## src/rtl/lsu_dcw_pkg.sv

```systemverilog
// rtl/lsu_dcw_pkg.sv - shared types and write-entry formatting for the d-cache write controller
package lsu_dcw_pkg;

  localparam int WDATA_W = 144;
  localparam int PAR_LSB = 128;

  typedef struct packed {
    logic [7:0]   addr;
    logic [1:0]   way;
    logic [127:0] data;
    logic [15:0]  byte_en;
  } dcw_entry_t;

  // Fills write the whole 16B line (offset bit cleared); stores replicate the 8B
  // doubleword into both halves and steer the mask by the offset bit (addr[0]).
  function automatic dcw_entry_t dcw_format(input logic         fill,
                                            input logic [7:0]   addr,
                                            input logic [1:0]   way,
                                            input logic [127:0] data,
                                            input logic [7:0]   bmask);
    dcw_entry_t e;
    e.way = way;
    if (fill) begin
      e.addr    = {addr[7:1], 1'b0};
      e.data    = data;
      e.byte_en = 16'hFFFF;
    end else begin
      e.addr    = addr;
      e.data    = {data[63:0], data[63:0]};
      e.byte_en = addr[0] ? {bmask, 8'h00} : {8'h00, bmask};
    end
    return e;
  endfunction

endpackage

```

## src/rtl/lsu_dcw_par16.sv

```systemverilog
// rtl/lsu_dcw_par16.sv - even parity for each of 16 data bytes
module lsu_dcw_par16 (
  input  logic [127:0] data,
  output logic [15:0]  par
);

  // One parity bit per byte, independent of which bytes are enabled.
  always_comb begin
    par = '0;
    for (int i = 0; i < 16; i++) begin
      par[i] = ^data[8*i +: 8];
    end
  end

endmodule

```

## src/rtl/lsu_dcw_ctl.sv

```systemverilog
// rtl/lsu_dcw_ctl.sv - d-cache write buffer, load arbitration and alt-port write driver
module lsu_dcw_ctl
  import lsu_dcw_pkg::*;
#(
  parameter int DEPTH      = 4,
  parameter int STARVE_MAX = 8
) (
  input  logic                l2clk,
  input  logic                lsu_rst,
  input  logic                req_vld,
  output logic                req_rdy,
  input  logic                req_fill,
  input  logic [7:0]          req_addr,
  input  logic [1:0]          req_way,
  input  logic [127:0]        req_data,
  input  logic [7:0]          req_bmask,
  input  logic                ld_req_d,
  output logic                ld_stall_d,
  output logic [7:0]          dcache_alt_addr_e,
  output logic                dcache_alt_addr_sel_e,
  output logic                dcache_wvld_e,
  output logic                dcache_wclk_en_e,
  output logic                dcache_clk_en_e,
  output logic [WDATA_W-1:0]  dcache_wdata_e,
  output logic [1:0]          dcache_wr_way_e,
  output logic [15:0]         dcache_byte_wr_en_e,
  output logic                dcw_empty
);

  localparam int PTR_W = (DEPTH > 1) ? $clog2(DEPTH) : 1;
  localparam int CNT_W = PTR_W + 1;
  localparam int SC_W  = $clog2(STARVE_MAX + 1);

  dcw_entry_t       mem [DEPTH];
  logic [PTR_W-1:0] wr_ptr, rd_ptr;
  logic [CNT_W-1:0] count;
  logic [SC_W-1:0]  starve_cnt;

  logic             head_vld, starved, push, pop;
  logic             wvld_q, ld_req_q;
  dcw_entry_t       head;
  logic [15:0]      head_par;

  assign head_vld   = (count != '0);
  assign starved    = (starve_cnt == SC_W'(STARVE_MAX));
  assign req_rdy    = (count < CNT_W'(DEPTH));
  assign push       = req_vld & req_rdy;
  assign pop        = head_vld & (~ld_req_d | starved);
  assign ld_stall_d = head_vld & ld_req_d & starved;
  assign head       = mem[rd_ptr];

  lsu_dcw_par16 u_par (
    .data (head.data),
    .par  (head_par)
  );

  // Buffer storage; entries are formatted on the way in so the drain path is a plain copy.
  always_ff @(posedge l2clk) begin
    if (push) begin
      mem[wr_ptr] <= dcw_format(req_fill, req_addr, req_way, req_data, req_bmask);
    end
  end

  // Pointers and occupancy; in-order drain keeps fill-before-store ordering.
  always_ff @(posedge l2clk) begin
    if (lsu_rst) begin
      wr_ptr <= '0;
      rd_ptr <= '0;
      count  <= '0;
    end else begin
      if (push) wr_ptr <= wr_ptr + PTR_W'(1);
      if (pop)  rd_ptr <= rd_ptr + PTR_W'(1);
      case ({push, pop})
        2'b10:   count <= count + CNT_W'(1);
        2'b01:   count <= count - CNT_W'(1);
        default: count <= count;
      endcase
    end
  end

  // Count consecutive cycles the head write loses to a load, saturating at the force point.
  always_ff @(posedge l2clk) begin
    if (lsu_rst || pop || !head_vld) begin
      starve_cnt <= '0;
    end else if (ld_req_d && !starved) begin
      starve_cnt <= starve_cnt + SC_W'(1);
    end
  end

  // E-stage write port registers; data/addr/way/byte enables hold between writes.
  always_ff @(posedge l2clk) begin
    if (lsu_rst) begin
      wvld_q              <= 1'b0;
      ld_req_q            <= 1'b0;
      dcache_alt_addr_e   <= '0;
      dcache_wr_way_e     <= '0;
      dcache_wdata_e      <= '0;
      dcache_byte_wr_en_e <= '0;
    end else begin
      wvld_q   <= pop;
      ld_req_q <= ld_req_d & ~ld_stall_d;
      if (pop) begin
        dcache_alt_addr_e   <= head.addr;
        dcache_wr_way_e     <= head.way;
        dcache_wdata_e      <= {head_par, head.data};
        dcache_byte_wr_en_e <= head.byte_en;
      end
    end
  end

  assign dcache_wvld_e         = wvld_q;
  assign dcache_alt_addr_sel_e = wvld_q;
  assign dcache_wclk_en_e      = wvld_q;
  assign dcache_clk_en_e       = wvld_q | ld_req_q;
  assign dcw_empty             = (count == '0) & ~wvld_q;

endmodule

```

## config.mk

```make
export PLATFORM = sky130hd
export DESIGN_NAME = lsu_dcw_ctl
export DESIGN_NICKNAME = d
export VERILOG_FILES = /design/src/rtl/lsu_dcw_pkg.sv /design/src/rtl/lsu_dcw_par16.sv /design/src/rtl/lsu_dcw_ctl.sv
export SDC_FILE = /design/constraint.sdc
export NUM_CORES = 1
export LEC_CHECK = 0
export ABC_AREA = 1
export CORE_MARGIN = 4
export CORE_UTILIZATION = 30
export DETAILED_ROUTE_END_ITERATION = 8
export SLEW_MARGIN = 20
export SYNTH_ARGS = -nofsm -noshare
export SYNTH_HDL_FRONTEND = slang
export SYNTH_SLANG_ARGS = --single-unit
```

## constraint.sdc

```tcl
create_clock -name l2clk -period 9.3 [get_ports l2clk]
set_input_delay 0.93 -clock l2clk [delete_from_list [all_inputs] [get_ports l2clk]]
set_output_delay 0.93 -clock l2clk [all_outputs]
set_load 0.02 [all_outputs]
```

==> results by group <==
Run status
  • Status: finished, final reports clean

Yosys
  • EDFF count, synth: 616
  • XOR/XNOR Fraction of Synth Area: 0.0258%
  • Syn nets: 3,682
  • Async SR Flop Fraction: 0%
  • Register area share after synthesis: 65.5%
  • Post-synthesis adder-cell area fraction: 0.317%
  • Synthesized area per cell: 9.62 um^2
  • FF+latch count, synth: 801
  • Yosys cell types: 34
  • Mapped Cells: 3,523
  • Largest family of logic cells by synthesized area: simple AND/OR/NAND/NOR gates
  • Synth Warn #: 0
  • Mux cell area share after synthesis: 0%
  • Post-Synthesis Cell Area: 0.0339 mm^2
  • Simple-Gate Fraction of Synth Area: 25.2%
  • Ys flop type: edfxtp_1
  • Post-synthesis compound-gate area fraction: 4.27%

Die
  • Starting Density: 30.2%
  • Die ar.: 0.118 mm^2
  • Placeable Area: 0.112 mm^2
  • Row count: 123
  • Die width: 344 um
  • Chip height: 344 um
  • # IOs: 328

Cells and area
  • Non-Filler Instances: 5,388
  • Register Area: 0.0222 mm^2
  • Multi-input logic area: 0.0101 mm^2
  • Fin area: 0.0413 mm^2
  • Most common cell after layout, fill and taps aside: nand2_1
  • Nets@finish: 3,959
  • Filler cells: 11,100
  • Synth-to-Final Area Change: 21.9%
  • Commonest cells after routing, fill and taps aside: nand2_1, edfxtp_1, clkdlybuf4s50_1
  • Layout cell share with drive strength beyond 1: 7.46%

Global route
  • First-pass GRT wire length: 149,000 um
  • GRT met3 Usage: 4.31%
  • Largest net degree at the start of global routing: 236
  • Gr usage total: 16.9%
  • Met1 Resource Use GR: 22.7%
  • Global route total overflow: 0
  • M2 GR Usage: 27.5%
  • Vias in the first global route: 22,500
  • Grt peak-use layer: met2
  • Initial antenna violation count: 30

Run
  • Max cap viols: 0

Route
  • Final WL: 103,000 um
  • Via count: 24,800
  • # DRC: 0
  • Routed Antenna Nets: 0
  • DRT iter0 DRCs: 1,879
  • DR WL/cell: 19.1 um
  • DRT Pass-1 Iters: 5
  • Vias per cell: 4.61

Timing
  • Count of pins over their slew limit: 0
  • Final Hold Viols: 0
  • Final number of setup-violating endpoints: 0
  • Pin slew with the least headroom to its limit: 1090 ps
  • Max Clock Freq: 0.275 GHz
  • Fin Clk Skew: 29.9 ps
  • Tcrit/Tclk final: 39.1%
  • Setup TNS: 0 ps
  • Max_slew headroom: 27.3%
  • Crit path time final: 3630 ps
  • Unrepaired setup endpoints after global routing: false

Setup path
  • CP max FO: 77
  • WP data required: 9830 ps
  • Critical path class: flip-flop to flip-flop
  • R2R Setup Slk: 5670 ps
  • Arrival @ worst endpoint: 4160 ps
  • R2r endpoint: dcache_wdata_e[142]
  • Register-to-Register Path Depth: 11
  • CP Launch Type: flip-flop
  • Worst setup EP type: flip-flop

Hold path
  • Hold Crit Depth: 2
  • Worst Hold Class: flip-flop to flip-flop
  • Hold wc startpoint: dcache_wdata_e[128]
  • Hold Path End: dcache_wdata_e[128]

Clock network
  • Worst-skew pair later-pin latency: 660 ps
  • CTS Hold Bufs: 0
  • Clock tree sinks: 801
  • Deepest clock path buffer count: 3
  • CTS tree: done
  • Post-CTS sizing: 0
  • CTS root buf: clkbuf_16
  • CTS Buf Count: 90
  • Clock-pin transition on the worst setup and hold timing paths: 60 ps
  • H-tree depth: 3
  • Post-CTS setup buffer count: 0

Pwr
  • Cell leakage power: 16.5 nW
  • Max IR drop VDD: 0.000161 V
  • Total power: 12.3 mW
  • Pwr Density: 298 mW/mm^2

Placed design
  • Hpwl dp: 66,900 um
  • Dpl cells: 5,207
  • Post-Place Cell Area: 0.0382 mm^2
  • IO Port Bufs: 327
  • Placer Congestion: 0.756
-- synthesized netlist by cell type, types with 2 or more instances --
| cell | count | area, um^2 |
|---|---|---|
| nand2_1 | 1760 | 6610 |
| edfxtp_1 | 616 | 18500 |
| nand3_1 | 276 | 1380 |
| dfxtp_1 | 185 | 3700 |
| o21ai_0 | 176 | 881 |
| inv_2 | 76 | 285 |
| nor2_1 | 63 | 236 |
| inv_1 | 60 | 225 |
| buf_2 | 51 | 255 |
| clkbuf_1 | 38 | 143 |
| buf_4 | 37 | 278 |
| nand2_2 | 37 | 231 |
| buf_6 | 30 | 338 |
| a22o_1 | 26 | 228 |
| o22ai_1 | 26 | 163 |
| o21ai_1 | 22 | 110 |
| buf_1 | 9 | 33.8 |
| ha_1 | 7 | 87.6 |
| a21oi_1 | 6 | 30.0 |
| a211oi_1 | 2 | 15.0 |
| buf_8 | 2 | 30.0 |
| nor2_4 | 2 | 22.5 |
| nor3_1 | 2 | 10.0 |
| nor3b_1 | 2 | 15.0 |
| o21a_1 | 2 | 15.0 |
| or2_2 | 2 | 12.5 |
-- area by class of cell --
class	instances	share of cell area [%]
sequential	801	53.7
timing repair buffer	353	8.47
antenna	12	0.0727
inverter	138	1.31
clock buffer	122	6.04
clock inverter	46	1.32
tap	1500	4.54
multi-input combinational	2416	24.5
-- critical path, cell delays in order, from the launching register on --
cell and delay [ps]:
dfxtp_4 840, buf_4 860, buf_4 860, nand3_1 140, nand2_1 250, nand2_1 90, nand2_1 90, nand2_1 60
nand2_1 70, nand2_1 50, nand3_1 80, nand2_1 60
-- flip-flops by register name, indices dropped and copies added (netlist names), named ones only --
name and flops:
dcache_alt_addr_e 8, starve_cnt 4, dcache_alt_addr_sel_e 1, count 3
rd_ptr 2, dcache_byte_wr_en_e 16, dcache_wr_way_e 2, ld_req_q 1
mem 616, wr_ptr 2, dcache_wdata_e 144
-- where the power goes --
group	internal [mW]	switching (mW)
Sequential	4.43	0.277
Clock	2.17	1.46
Combinational	1.28	2.70
-- routing by layer --
layer	vias to the layer above	share of wire, %
li1	12200	-
met1	11700	42
met2	761	46
met3	139	9.0
met4	20	2.1
met5	-	0.13
-- through the flow --
| stage | setup slack, ps | util (%) | hold WS [ps] |
|---|---|---|---|
| 2_1_floorplan | 1110 | - | 430 |
| 3_3_place_gp | 5120 | 34.0 | 442 |
| 3_5_place_dp | 5100 | 34.0 | 445 |
| 4_1_cts | 5560 | 36.7 | 456 |
| 5_1_grt | 5330 | 36.8 | 474 |
| 6_report | 5670 | 36.8 | 453 |
-- kinds of logic after synthesis --
family,Yosys count
AO/OA/AOI/OAI,261
adder cells (fa/ha/maj),8
AND/OR/NAND/NOR,2146
flip-flops,801
XOR/XNOR,1
buffers and inverters,306
-- worst max path at each step --
stage / slack (ps) / end / from / cells past startpoint
after global routing: 5330 / dcache_wdata_e[135] / flip-flop / 12
after global placement: 5120 / mem[1][61] / req_vld / 5
after CTS: 5560 / dcache_wdata_e[142] / flip-flop / 13
after floorplan: 1110 / mem[0][0] / req_vld / 2
final: 5670 / dcache_wdata_e[142] / flip-flop / 11
after detailed placement: 5100 / mem[1][133] / req_vld / 5
Power figures use the tool's default switching activity.
